<file path="src/rtl/one_hot_monitor.sv">
// Registered one-hot monitor: classifies each valid sample, encodes the set bit's index,
// keeps saturating error statistics and latches FAULT after ERR_THRESH consecutive illegal samples.
module one_hot_monitor #(
    parameter int DATA_WIDTH = 8,
    parameter int CNT_WIDTH  = 16,
    parameter int ERR_THRESH = 3,
    parameter int ALLOW_ZERO = 0,
    localparam int IDX_W  = $clog2(DATA_WIDTH),
    localparam int CONS_W = $clog2(ERR_THRESH + 1)
) (
    input  logic                  clk,
    input  logic                  rst_n,
    input  logic                  valid_in,
    input  logic [DATA_WIDTH-1:0] data_in,
    input  logic                  clear,
    output logic                  valid_out,
    output logic                  detected,
    output logic                  is_zero,
    output logic                  is_multi,
    output logic [IDX_W-1:0]      index,
    output logic                  err_sticky,
    output logic [CNT_WIDTH-1:0]  err_count,
    output logic                  fault
);

    localparam logic [0:0]            ST_MONITOR = 1'b0;
    localparam logic [0:0]            ST_FAULT   = 1'b1;
    localparam logic [DATA_WIDTH-1:0] DATA_ONE   = DATA_WIDTH'(1);
    localparam logic [CONS_W-1:0]     THRESH     = CONS_W'(ERR_THRESH);
    localparam logic [CNT_WIDTH-1:0]  ERR_MAX    = '1;

    logic              smp_zero, smp_one, smp_multi, smp_illegal;
    logic [IDX_W-1:0]  smp_idx;
    logic [CONS_W-1:0] cons_cnt, cons_inc;
    logic [0:0]        state, state_nxt;

    // x & (x-1) clears the lowest set bit, so a nonzero result means two or more bits.
    assign smp_zero    = ~|data_in;
    assign smp_one     = ~smp_zero && ((data_in & (data_in - DATA_ONE)) == '0);
    assign smp_multi   = ~smp_zero & ~smp_one;
    assign smp_illegal = smp_multi | (smp_zero & (ALLOW_ZERO == 0));

    // OR of set-bit positions is exact for one-hot input; masked otherwise.
    always_comb begin
        smp_idx = '0;
        for (int i = 0; i < DATA_WIDTH; i++)
            if (data_in[i]) smp_idx = smp_idx | IDX_W'(i);
    end

    assign cons_inc = (cons_cnt == THRESH) ? cons_cnt : cons_cnt + CONS_W'(1);

    always_comb begin
        state_nxt = state;
        if (clear)
            state_nxt = ST_MONITOR;
        else if (valid_in && smp_illegal && cons_inc == THRESH)
            state_nxt = ST_FAULT;
    end

    always_ff @(posedge clk or negedge rst_n) begin
        if (!rst_n) begin
            valid_out <= 1'b0;
            detected  <= 1'b0;
            is_zero   <= 1'b0;
            is_multi  <= 1'b0;
            index     <= '0;
        end else begin
            valid_out <= valid_in;
            if (valid_in) begin
                detected <= smp_one;
                is_zero  <= smp_zero;
                is_multi <= smp_multi;
                index    <= smp_one ? smp_idx : '0;
            end
        end
    end

    // Clear wins over a coincident sample for all statistics.
    always_ff @(posedge clk or negedge rst_n) begin
        if (!rst_n) begin
            err_count  <= '0;
            err_sticky <= 1'b0;
            cons_cnt   <= '0;
            state      <= ST_MONITOR;
        end else begin
            state <= state_nxt;
            if (clear) begin
                err_count  <= '0;
                err_sticky <= 1'b0;
                cons_cnt   <= '0;
            end else if (valid_in) begin
                if (smp_illegal) begin
                    err_sticky <= 1'b1;
                    cons_cnt   <= cons_inc;
                    if (err_count != ERR_MAX) err_count <= err_count + CNT_WIDTH'(1);
                end else begin
                    cons_cnt <= '0;
                end
            end
        end
    end

    assign fault = (state == ST_FAULT);

endmodule

</file>
<file path="config.mk">
export PLATFORM = sky130hd
export DESIGN_NAME = one_hot_monitor
export DESIGN_NICKNAME = d
export VERILOG_FILES = /design/src/rtl/one_hot_monitor.sv
export SDC_FILE = /design/constraint.sdc
export NUM_CORES = 1
export LEC_CHECK = 0
export CAP_MARGIN = 20
export CELL_PAD_IN_SITES_DETAIL_PLACEMENT = 0
export CELL_PAD_IN_SITES_GLOBAL_PLACEMENT = 2
export CORE_UTILIZATION = 25
export DETAILED_ROUTE_END_ITERATION = 10
export GPL_ROUTABILITY_DRIVEN = 0
export PLACE_DENSITY = 0.68
export RECOVER_POWER = 100
export SKIP_LAST_GASP = 1
export SLEW_MARGIN = 15
export SYNTH_ARGS = -nofsm -noshare
export SYNTH_HDL_FRONTEND = slang
export SYNTH_SLANG_ARGS = --single-unit
</file>
<file path="constraint.sdc">
create_clock -name clk -period 2.6 [get_ports clk]
set_clock_uncertainty 0.2 [all_clocks]
set_input_delay 0.39 -clock clk [delete_from_list [all_inputs] [get_ports clk]]
set_output_delay 0.39 -clock clk [all_outputs]
set_load 0.03 [all_outputs]
</file>
==> impl_metrics.ini <==
[die]
dieArea_sq_um = 6430
die_h_um = 80.2
core_area_sq_um = 5920
ios = 37
die_w_um = 80.2
rows = 28
start_util_pct = 25.8

[logic_synthesis]
yosysMostFrequentCell = dfrtp_1
syn_area_sq_um = 1530
avgSynthCellArea_sq_um = 9.37
yosysSeqAreaShare_pct = 44.2
synth_area_leaders = dfrtp_1 44%, a21oi_1 4.9%, nand3_1 3.6%
synth_top_cell_by_area = dfrtp_1
netlist_instances = 163
async_reset_ff_share_pct = 100
synth_cell_types = 43
yosysWarnings = 0
synth_edf_count = 0
synth-seq-cells = 27
synth_nets = 176
synthFlopType = dfrtp_1
synth_top_area_share_pct = 44.2
synth_common_cells = 27 x dfrtp_1, 15 x a21oi_1, 13 x nor2_1

[grt]
antenna_found_initial = 0
grt_pass1_wl_um = 6670
grt_pass1_vias = 1424
grt.total_usage_pct = 13.0
grt_max_degree = 28
grt_overflow = 0

[detailed_routing]
via_count = 1522
firstDrtPassIters = 4
drtAntennaViolNets = 0
wl_per_cell_um = 14.5
drc = 0
vias_per_cell = 5.21
routed_wirelength_um = 4250
drtIter0Drc = 63

[critical_path]
cp-end-kind = flip-flop
crit_type = in -> reg
required_ns = 2.59
cp-start-kind = input port
worst-path-max-fanout = 6
max_stage_delay_ns = 0.57
crit_family = simple AND/OR/NAND/NOR gates
critPathBufInv = 2
critPathSlowestCell = dlygate4sd3_1
cp.depth = 7
worstPathCellList = dlygate4sd3_1, or2_2, nand3_1, a31oi_2, buf_4, or4_1, a21oi_1
cp.arrival_ns = 2.51
r2r.worst_path.cells = 6

[timing]
slew_viol_final = 0
period_minus_slack_ns = 2.52
setup_slack_ns = 0.0795
worstMarginPinSlew_ns = 1.49
final-setup-viol-count = 0
tns_ns = 0
hold_viol = 0
fin_crit_sh_pct = 96.9
grt_setup_unrepaired = yes
max-slew-margin-rel_pct = 0.542
fmax_ghz = 0.397

[clock_network]
ctsHoldBuffers = 0
clock-sinks = 27
clk-insertion-delay-late_ns = 0.27
cts_made_buffers = 3
cts-root-buf = clkbuf_8
cts_max_level = 1
clockBufferDepth = 2
post-cts-setup-buffers = 0
cts_tree = built
clk_pin_slew_ns = 0.09

[placement]
portBuffers = 36
dp_cells = 286
dp_slack_ns = -0.294
dp_hpwl_um = 3050

[layout]
reg_top3 = err_count x16, index x3, cons_cnt x2
layout.cells.non_filler = 292
syn_to_final_growth_pct = 42.2
largest_register = err_count
drive_gt1_share_pct = 16.1
antenna_cells = 0
nets = 231
fillerInstances = 614
largest_reg_flops = 16

[power]
p_leak_nw = 0.940
p_comb_share_pct = 19.3
p_int_uw = 610
seqPwrFrac_pct = 52.4
p_clk_share_pct = 28.3
totalPowerFinal_uw = 839
power_density_nw_per_um2 = 386
switching_share_pct = 27.3
p_sw_uw = 229
peakVddDrop_uv = 202

[min_path]
hold_depth = 1
hp-class = reg -> reg

[job]
drv_cap = 0

[run_status]
status = finished clean
## metrics by stage
step	utilization [%]	cell area, sq um	hold WS (ns)
5_1_grt	36.7	2170	0.334
6_report	36.7	2170	0.304
3_5_place_dp	35.0	2070	0.298
4_1_cts	35.9	2120	0.297
3_3_place_gp	35.0	2070	0.277
2_1_floorplan	-	1530	-0.106
## placed cells by master, fill, tap and decap left out, types with 2 or more instances in the layout
master | synthesis | layout
nand3_1 | 11 | 10
a211oi_1 | 3 | 3
or4_1 | 6 | 5
a22o_1 | 2 | 2
inv_1 | 8 | 8
clkdlybuf4s50_1 | 0 | 5
mux2_1 | 3 | 3
nor2_1 | 13 | 13
dfrtp_1 | 27 | 27
dlymetal6s2s_1 | 0 | 4
or3_1 | 3 | 3
o21ai_0 | 6 | 6
nand4_1 | 6 | 6
buf_6 | 3 | 3
nand2_1 | 9 | 9
nor4_1 | 3 | 2
clkbuf_8 | 0 | 3
nor2b_1 | 5 | 5
nor3_1 | 6 | 6
or4_4 | 1 | 2
buf_4 | 0 | 13
dlygate4sd3_1 | 0 | 27
o31ai_1 | 7 | 7
clkbuf_1 | 2 | 4
or2_2 | 2 | 2
a21oi_1 | 15 | 12
a21oi_2 | 0 | 3
## per-layer routing
layer,up-vias,global-route usage [%],wire length [um]
li1,727,-,-
met3,4,2.73,255
met4,0,2.50,25
met5,-,0,0
met2,53,22.6,2130
met1,738,16.5,1830
## timing repair
action | 4_1_cts | 5_1_grt
setup endpoints to repair | 2 | 13
resized for setup | 1 | 12
pin swaps | 1 | 4
gates cloned | 0 | 2
## power by group through the flow
stage,sequential [mW],clock (mW),combinational [mW]
6_report,0.440,0.237,0.162
5_1_grt,0.442,0.263,0.176
4_1_cts,0.440,0.246,0.159
3_5_place_dp,0.448,0,0.158
3_3_place_gp,0.448,0,0.155
2_1_floorplan,0.465,0,0.0633
## final timing paths
| kind | start | end | slack (ns) |
|---|---|---|---|
| setup / recovery | data_in[5] | err_count[13]$_DFFE_PN0P_ | 0.08 |
| hold / removal | fault$_DFFE_PN0P_ | fault$_DFFE_PN0P_ | 0.30 |
| setup reg to reg | err_count[0]$_DFFE_PN0P_ | err_count[5]$_DFFE_PN0P_ | 0.43 |
| hold reg to reg | fault$_DFFE_PN0P_ | fault$_DFFE_PN0P_ | 0.30 |
| max in group asynchronous | rst_n | index[2]$_DFFE_PN0P_ | 0.53 |
| min in group asynchronous | rst_n | err_count[9]$_DFFE_PN0P_ | 0.80 |
## cell type report
class,count,area [sq um],share of cell area [%]
Tap cell,75,93.8,4.32
Inverter,8,30.0,1.38
Clock buffer,4,45.0,2.07
Sequential cell,27,676,31.1
Multi-Input combinational cell,121,802,36.9
Timing Repair Buffer,57,526,24.2
## logic make-up after synthesis
family | count (synthesis) | share of synthesized area (%)
simple gates | 69 | 24.5
compound gates | 43 | 19.5
flops | 27 | 44.2
buf+inv | 16 | 5.81
mux | 6 | 4.59
xor+xnor | 1 | 0.573
fa+ha+maj | 1 | 0.819
(Power assumes the default switching activity.)
